File: src/rtl/ti_clock_pkg.sv
// Shared definitions for the time-interleaved sampling-clock generator.
// Contents:
//   P_DEF / H_DEF   slot period and high time loaded by reset
//   N_CH_DEF        default channel count, CNT_W_DEF default counter width
//   calc_slot_w()   slot index width, never below 1
//   ti_cfg_t        config record {period, high, mask} at the default widths
package ti_clock_pkg;

    localparam int N_CH_DEF  = 4;
    localparam int CNT_W_DEF = 8;
    localparam int P_DEF     = 10;
    localparam int H_DEF     = 1;

    function automatic int calc_slot_w(input int n_ch);
        return (n_ch <= 2) ? 1 : $clog2(n_ch);
    endfunction

    typedef struct packed {
        logic [CNT_W_DEF-1:0] period;
        logic [CNT_W_DEF-1:0] high;
        logic [N_CH_DEF-1:0]  mask;
    } ti_cfg_t;

endpackage

File: src/rtl/ti_slot_counter.sv
// Cycle/slot counter for the interleaved clock generator.
// Ports:
//   clk, rst      master clock, asynchronous active-low reset
//   i_en          advance enable; low holds both counters
//   i_period      active slot period (always >= 2)
//   o_cnt         cycle position within the current slot (0..period-1)
//   o_slot        current slot (0..N_CH-1)
//   o_is_wrap     last cycle of the frame (slot N_CH-1, cnt period-1)
module ti_slot_counter
    import ti_clock_pkg::*;
#(
    parameter int N_CH   = 4,
    parameter int CNT_W  = 8,
    parameter int SLOT_W = 2
) (
    input  logic              clk,
    input  logic              rst,
    input  logic              i_en,
    input  logic [CNT_W-1:0]  i_period,
    output logic [CNT_W-1:0]  o_cnt,
    output logic [SLOT_W-1:0] o_slot,
    output logic              o_is_wrap
);

    logic [CNT_W-1:0]  r_cnt;
    logic [SLOT_W-1:0] r_slot;
    logic              w_slot_end;
    logic              w_last_slot;

    // >= rather than == so a stale count can never run past the period
    assign w_slot_end  = (r_cnt >= (i_period - CNT_W'(1)));
    assign w_last_slot = (r_slot == SLOT_W'(N_CH - 1));

    always_ff @(posedge clk or negedge rst) begin
        if (!rst) begin
            r_cnt  <= '0;
            r_slot <= '0;
        end else if (i_en) begin
            if (w_slot_end) begin
                r_cnt  <= '0;
                r_slot <= w_last_slot ? '0 : r_slot + SLOT_W'(1);
            end else begin
                r_cnt <= r_cnt + CNT_W'(1);
            end
        end
    end

    assign o_cnt     = r_cnt;
    assign o_slot    = r_slot;
    assign o_is_wrap = w_slot_end & w_last_slot;

endmodule

File: src/rtl/ti_clock_gen.sv
// Multi-phase sampling-clock generator: one master clock divided into N_CH
// phase-staggered sampling pulses, one per sub-ADC slot.
// Ports:
//   clk, rst       master clock, asynchronous active-low reset
//   clk_en         advance enable; low freezes counters and outputs
//   period, high   requested slot period / high time (master cycles)
//   ch_mask        per-channel enable, captured with the config
//   cfg_load       one-cycle strobe capturing period/high/ch_mask
//   clk_out        registered sampling pulses
//   slot_idx       registered slot index
//   frame_start    one-cycle pulse on slot 0, count 0
//   cfg_err        sticky: the last load was clamped
// New config is held pending and applied only on the frame wrap so that the
// pulse train never changes mid-frame.
module ti_clock_gen #(
    parameter int N_CH  = ti_clock_pkg::N_CH_DEF,
    parameter int CNT_W = ti_clock_pkg::CNT_W_DEF,
    parameter int P_DEF = ti_clock_pkg::P_DEF,
    parameter int H_DEF = ti_clock_pkg::H_DEF
) (
    input  logic                                       clk,
    input  logic                                       rst,
    input  logic                                       clk_en,
    input  logic [CNT_W-1:0]                           period,
    input  logic [CNT_W-1:0]                           high,
    input  logic [N_CH-1:0]                            ch_mask,
    input  logic                                       cfg_load,
    output logic [N_CH-1:0]                            clk_out,
    output logic [ti_clock_pkg::calc_slot_w(N_CH)-1:0] slot_idx,
    output logic                                       frame_start,
    output logic                                       cfg_err
);

    localparam int SLOT_W = ti_clock_pkg::calc_slot_w(N_CH);

    typedef struct packed {
        logic [CNT_W-1:0] period;
        logic [CNT_W-1:0] high;
        logic [N_CH-1:0]  mask;
    } cfg_t;

    cfg_t              r_act;
    cfg_t              r_pend;
    logic              r_pend_valid;
    logic              r_load_d1;
    logic              r_clamp_d1;
    logic              r_cfg_err;
    logic [N_CH-1:0]   r_clk_out;
    logic [SLOT_W-1:0] r_slot_idx;
    logic              r_frame_start;

    logic [CNT_W-1:0]  w_cnt;
    logic [SLOT_W-1:0] w_slot;
    logic              w_is_wrap;
    logic              w_per_clamp;
    logic              w_high_clamp;
    cfg_t              w_cap;
    logic [N_CH-1:0]   w_clk_next;

    ti_slot_counter #(
        .N_CH   (N_CH),
        .CNT_W  (CNT_W),
        .SLOT_W (SLOT_W)
    ) u_slot_counter (
        .clk       (clk),
        .rst       (rst),
        .i_en      (clk_en),
        .i_period  (r_act.period),
        .o_cnt     (w_cnt),
        .o_slot    (w_slot),
        .o_is_wrap (w_is_wrap)
    );

    // Clamp at capture time so the active config is always legal
    always_comb begin
        w_per_clamp  = (period < CNT_W'(2));
        w_cap.period = w_per_clamp ? CNT_W'(2) : period;
        w_high_clamp = (high >= w_cap.period);
        w_cap.high   = w_high_clamp ? (w_cap.period - CNT_W'(1)) : high;
        w_cap.mask   = ch_mask;
    end

    always_comb begin
        w_clk_next = '0;
        for (int i = 0; i < N_CH; i++) begin
            w_clk_next[i] = r_act.mask[i] && (w_slot == SLOT_W'(i)) && (w_cnt < r_act.high);
        end
    end

    always_ff @(posedge clk or negedge rst) begin
        if (!rst) begin
            r_act.period  <= CNT_W'(P_DEF);
            r_act.high    <= CNT_W'(H_DEF);
            r_act.mask    <= '1;
            r_pend        <= '0;
            r_pend_valid  <= 1'b0;
            r_load_d1     <= 1'b0;
            r_clamp_d1    <= 1'b0;
            r_cfg_err     <= 1'b0;
            r_clk_out     <= '0;
            r_slot_idx    <= '0;
            r_frame_start <= 1'b0;
        end else begin
            if (clk_en) begin
                r_clk_out     <= w_clk_next;
                r_slot_idx    <= w_slot;
                r_frame_start <= (w_slot == '0) && (w_cnt == '0);
                if (w_is_wrap && r_pend_valid) begin
                    r_act        <= r_pend;
                    r_pend_valid <= 1'b0;
                end
            end else begin
                r_frame_start <= 1'b0;
            end

            // A load on the wrap edge wins pend_valid: it waits for the next wrap
            if (cfg_load) begin
                r_pend       <= w_cap;
                r_pend_valid <= 1'b1;
            end

            // Error flag trails the capture edge by one cycle
            r_load_d1  <= cfg_load;
            r_clamp_d1 <= w_per_clamp | w_high_clamp;
            if (r_load_d1) begin
                r_cfg_err <= r_clamp_d1;
            end
        end
    end

    assign clk_out     = r_clk_out;
    assign slot_idx    = r_slot_idx;
    assign frame_start = r_frame_start;
    assign cfg_err     = r_cfg_err;

endmodule

File: config.mk
export PLATFORM = sky130hd
export DESIGN_NAME = ti_clock_gen
export DESIGN_NICKNAME = d
export VERILOG_FILES = /design/src/rtl/ti_clock_pkg.sv /design/src/rtl/ti_slot_counter.sv /design/src/rtl/ti_clock_gen.sv
export SDC_FILE = /design/constraint.sdc
export NUM_CORES = 1
export LEC_CHECK = 0
export BUFFER_PORTS_ARGS = -buffer_cell sky130_fd_sc_hd__buf_2
export CAP_MARGIN = 20
export CORE_MARGIN = 10
export CORE_UTILIZATION = 59
export DETAILED_ROUTE_END_ITERATION = 10
export PLACE_DENSITY = 0.84
export SLEW_MARGIN = 40
export SYNTH_ARGS = -nofsm -noshare
export SYNTH_HDL_FRONTEND = slang
export SYNTH_SLANG_ARGS = --single-unit
File: constraint.sdc
create_clock -name clk -period 3.23 [get_ports clk]
set_clock_uncertainty 0.2 [all_clocks]
set_input_delay 0.1615 -clock clk [delete_from_list [all_inputs] [get_ports clk]]
set_output_delay 0.1615 -clock clk [all_outputs]
set_load 0.01 [all_outputs]
; ---- After elaboration in Yosys (flattened, before gate mapping)
; Index checks and enable logic that the tools add are counted.
[op_classes]
n_addsub = 4
magnitude_cmp = 4
eq_ne = 3
mux = 8
bitwise_logic = 2
reduce_logical = 17
[ops]
columns = op, n
row1 = two-way mux 8 bit, 3
row2 = greater-or-equal comparator 8 bit, 2
row3 = "subtractor 8 x 1 -> 8 bit, second input constant", 2
row4 = logical AND 1 bit, 10
row5 = "adder 8 x 1 -> 8 bit, second input constant", 1
row6 = logical NOT 8 bit, 1
row7 = "less-than comparator 8 x 2 -> 1 bit, second input constant", 1
row8 = less-than comparator 8 bit, 1
row9 = AND reduction 2 bit, 3
row10 = "== test 2 bit, second input constant", 2
row11 = two-way mux 1 bit, 4
row12 = nonzero test 2 bit, 2
row13 = "adder 2 x 1 -> 2 bit, second input constant", 1
row14 = "== test 2 x 1 -> 1 bit, second input constant", 1
row15 = logical NOT 2 bit, 1
row16 = two-way mux 2 bit, 1
row17 = bitwise AND 1 bit, 1
row18 = bitwise OR 1 bit, 1
[word_totals]
register_bits = 61
input_bits = 24
word_cells = 53

; ---- Longest topological paths before layout
[depth]
ltp_word = 7
depth_mapped = 12
mapped_depth_nobuf = 11

; ---- By module
; A second synthesis with hierarchy kept.
[hier_totals]
cells_unflattened = 302
hier_area_um2 = 3260.6
[modules_own_cells]
columns = mod, instances, cells_each, area_per_inst_um2
row1 = ti_clock_gen, 1, 219, 2468.6
row2 = ti_slot_counter, 1, 83, 792.0

; ---- Worst setup path before layout
; No wires, ideal clock.
[synth_timing]
path_kind = input port to flip-flop
startpoint = input port period[4]
endpoint = register r_pend[10] (netlist name)
setup_time_ns = 0.125
arrival_time_ns = 2.490
t_required_ns = 2.905
path_slack_ns = 0.415
stages = 10
cell_sequence = or2_2 > or4_4 > o31ai_4 > inv_2 > ha_1 > nor2b_1 > o21ai_0 > a21oi_1 > mux2_2 > mux2_2
[synth_rtl]
columns = element, line
row1 = start: declaration, ti_clock_gen.sv:24  ; input logic [CNT_W-1:0] period,
row2 = end signal: assignment, ti_clock_gen.sv:118  ; r_pend <= w_cap;
row3 = end: declaration, ti_clock_gen.sv:43  ; cfg_t r_pend;

; ---- Final worst setup path
[layout_timing]
startpoint = input port period[7]
endpoint = register r_pend[10] (netlist name)
[layout_via]
elab_chain_cells = 4
elab_cells_between_ends = 5
[layout_lines]
columns = element, line
row1 = less-than comparator 8 x 2 -> 1 bit, ti_clock_gen.sv:76  ; w_per_clamp = (period < CNT_W'(2));
row2 = two-way mux 8 bit (*), ti_clock_gen.sv:77  ; w_cap.period = w_per_clamp ? CNT_W'(2) : period;
row3 = subtractor 8 x 1 -> 8 bit / greater-or-equal comparator 8 bit (equally long branches), "ti_clock_gen.sv:79, ti_clock_gen.sv:78"
row4 = two-way mux 8 bit (*), ti_clock_gen.sv:79  ; w_cap.high = w_high_clamp ? (w_cap.period - CNT_W'(1)) : high;
; Every way passes the cells marked *; elsewhere a longest branch is shown, timed or not.
; A chain may end at the register's enable or synchronous reset.

==> results.sh <==
export IMPL_wl_per_cell_um=16.8
export IMPL_multi_input_area_um2=1650
export IMPL_die_y_um=95.4
export IMPL_seqCellArea_um2=1540
export IMPL_syn_inst=296
export IMPL_setup_viol=0
export IMPL_ys_seq_area_share_pct=45.8
export IMPL_grt_pass1_wl_mm=12.0
export IMPL_rows=27
export IMPL_first_pass_iters=4
export IMPL_final_layout_size_suffix_gt1_share_pct=30.6
export IMPL_worstPathRequired_ps=3250
export IMPL_relSlewSlack_pct=55.1
export IMPL_ant_nets=0
export IMPL_clock_sinks=61
export IMPL_cts_root_buffer_cell="clkbuf_8"
export IMPL_fmax_ghz=0.323
export IMPL_cts_tree="built"
export IMPL_synth_edff_count=0
export IMPL_cts_buffers=9
export IMPL_final_common_cell="dfrtp_1"
export IMPL_coreArea_um2=5510
export IMPL_net_switching_power_w=0.000572
export IMPL_rrSetupSlack_ps=250
export IMPL_groute_usage_overall_pct=16.9
export IMPL_power_density_nw_per_um2=477
export IMPL_netlist_area_um2=3350
export IMPL_ys_seq_elements=61
export IMPL_r2r_cells=12
export IMPL_hold_end="r_clamp_d1$_DFF_PN0_"
export IMPL_internal_power_w=0.00131
export IMPL_drc=0
export IMPL_min_delay_start="period[2]"
export IMPL_grt_max_degree=41
export IMPL_initial_core_util_pct=60.9
export IMPL_io_pin_count=32
export IMPL_arrival_ps=3120
export IMPL_critPathMaxFanout=6
export IMPL_power_leakage_nw=1.88
export IMPL_synth_fp_nets=351
export IMPL_clock_path_buffers=2
export IMPL_yosysWarnings=0
export IMPL_finalCritPeriodShare_pct=95.9
export IMPL_routed_via_density=5.66
export IMPL_antenna_found_initial=1
export IMPL_tightest_slew_ps=673
export IMPL_h_tree_depth=3
export IMPL_clockPowerShare_pct=30.8
export IMPL_fillers=373
export IMPL_gr_total_overflow=0
export IMPL_synthFlopType="dfrtp_1"
export IMPL_swShare_pct=30.3
export IMPL_clkTransAtPathRegs_ps=70
export IMPL_dieArea_um2=9100
export IMPL_min_period_ps=3100
export IMPL_ys_async_sr_fraction_pct=100
export IMPL_most_common_layout_cells="dfrtp_1 (54), mux2_2 (39), ha_1 (31)"
export IMPL_vdd_drop_max_mv=0.299
export IMPL_nets=407
export IMPL_endpoint_kind="flop"
export IMPL_die_w_um=95.4
export IMPL_hold_depth=2
export IMPL_critical_path_class="primary input to flop"
export IMPL_hpwl_mm=5.00
export IMPL_r2r_end="r_act[10]$_DFFE_PN0P_"
export IMPL_combPwrFrac_pct=20.1
export IMPL_final_hold_violation_count=0
export IMPL_status="completed"
export IMPL_grt_setup_unrepaired="false"
export IMPL_routabilityCongestion=0.887
export IMPL_syn2layout_area_growth_pct=17.9
export IMPL_drt_first_iter_violations=135
export IMPL_drt_total_wl_mm=7.20
export IMPL_clkLatencyLatePin_ps=340
export IMPL_timing_max_cap_violations=0
export IMPL_start_kind="primary input"
export IMPL_vias=2426
export IMPL_syn_avg_cell_area_um2=11.3
export IMPL_synth_cell_type_count=46
export IMPL_drv_slew=0
export IMPL_place_port_buffers=31
export IMPL_tns_ps=0
export IMPL_rr_startpoint="r_act[13]$_DFFE_PN1P_"
export IMPL_hold_slack_ps=3.90
export IMPL_grt_pass1_vias=2510
export IMPL_seqPwrFrac_pct=49.2
export IMPL_min_path_type="primary input to flop"
## worst max-delay path, cell delays in order
cell and delay [ps]:
dlygate4sd3_1 530, buf_2 160, or4_4 510, o31ai_4 290, buf_4 160, ha_1 190, nor3b_1 320, nand3_1 150
xnor2_1 140, mux2_2 270, mux2_2 260
## Yosys cell counts, types with 2 or more instances
cell type / count / area share [%]
nor3_2: 2 / 0.60
a32o_1: 4 / 1.2
a21o_1: 3 / 0.67
inv_1: 28 / 3.1
o221ai_1: 4 / 1.0
dfstp_2: 7 / 5.5
o31ai_1: 4 / 0.90
clkbuf_1: 5 / 0.56
ha_1: 31 / 12
a21oi_1: 7 / 1.0
nand2b_1: 3 / 0.56
nor4_1: 4 / 0.75
or4_4: 2 / 0.67
o22ai_1: 2 / 0.37
xor2_1: 5 / 1.3
mux2i_1: 4 / 1.2
o21ai_0: 9 / 1.3
or2_2: 2 / 0.37
nand3_1: 11 / 1.6
nand4_1: 2 / 0.37
nor2_1: 17 / 1.9
nor2b_1: 2 / 0.37
xnor2_1: 8 / 2.1
nor3_1: 5 / 0.75
mux2_2: 39 / 13
nand2_1: 11 / 1.2
dfrtp_1: 54 / 40
buf_6: 3 / 1.0
## how the worst max path moves through the flow
stage / from / to / slack (ps) / depth (start not counted)
CTS: period[6] / r_clamp_d1$_DFF_PN0_ / 30 / 12
detailed placement: period[4] / r_pend[9]$_DFFE_PN0P_ / 110 / 12
finish: period[7] / r_pend[10]$_DFFE_PN0P_ / 130 / 11
global route: period[7] / r_pend[10]$_DFFE_PN0P_ / 20 / 11
global placement: period[4] / r_pend[9]$_DFFE_PN0P_ / 220 / 12
floorplan: period[4] / r_pend[10]$_DFFE_PN0P_ / 420 / 10
## cell families (layout without fill, tap and decap cells)
| family | count (synthesis) | count (layout) | synth area share [%] |
|---|---|---|---|
| adder cells (fa/ha/maj) | 31 | 31 | 11.6 |
| XOR/XNOR | 13 | 13 | 3.39 |
| buffers and inverters | 39 | 99 | 5.04 |
| flip-flops | 61 | 61 | 45.8 |
| AND/OR/NAND/NOR | 66 | 66 | 10.3 |
| multiplexers | 43 | 43 | 14.3 |
| AO/OA/AOI/OAI | 43 | 43 | 9.62 |
| other | 0 | 1 | 0 |
## through the flow
| step | area (µm²) | utilization, % | setup slack, ps | power, W | std cells |
|---|---|---|---|---|---|
| floorplan | 3350 | - | 415 | 0.00116 | 296 |
| global placement | 3590 | 65.3 | 221 | 0.00127 | 395 |
| detailed placement | 3600 | 65.3 | 114 | 0.00129 | 395 |
| CTS | 3940 | 71.6 | 26.6 | 0.00189 | 428 |
| global route | 3960 | 71.8 | 21.4 | 0.00200 | 429 |
| finish | 3960 | 71.8 | 131 | 0.00189 | 429 |
## area by class of cell
class                      count  area share (%)
multi-input combinational    196            41.8
tap                           72            2.28
antenna                        1          0.0633
timing repair buffer          54            9.97
clock buffer                  11            3.57
inverter                      30            2.85
clock inverter                 4           0.633
sequential                    61            38.8
## sequential cells by signal (all words and copies together), names as in the netlist
register and cells:
r_load_d1 1, frame_start 1, r_pend_valid 1, r_pend 20
slot_idx 2, r_clamp_d1 1, clk_out 4, r_act 20
cfg_err 1, u_slot_counter.o_cnt 8, u_slot_counter.o_slot 2
## routing by layer
metal	track usage [%]	wire, µm
met2	27.7	3610
met3	4.24	247
met5	0	0
met1	20.3	3170
met4	8.60	165
## power groups by stage
stage | Sequential (W) | Clock, W | Combinational [W]
final | 0.000928 | 0.000580 | 0.000378
after global routing | 0.000938 | 0.000627 | 0.000430
after CTS | 0.000924 | 0.000597 | 0.000374
after detailed placement | 0.000938 | 0 | 0.000354
after global placement | 0.000936 | 0 | 0.000333
after floorplan | 0.000909 | 0 | 0.000256
## what timing repair did
item,CTS,global route
hold buffers,18,0
setup endpoints to repair,0,4
hold endpoints to repair,57,0
setup buffers,0,2
resized for setup,0,4
No activity file was read; power rests on OpenSTA's default activity.
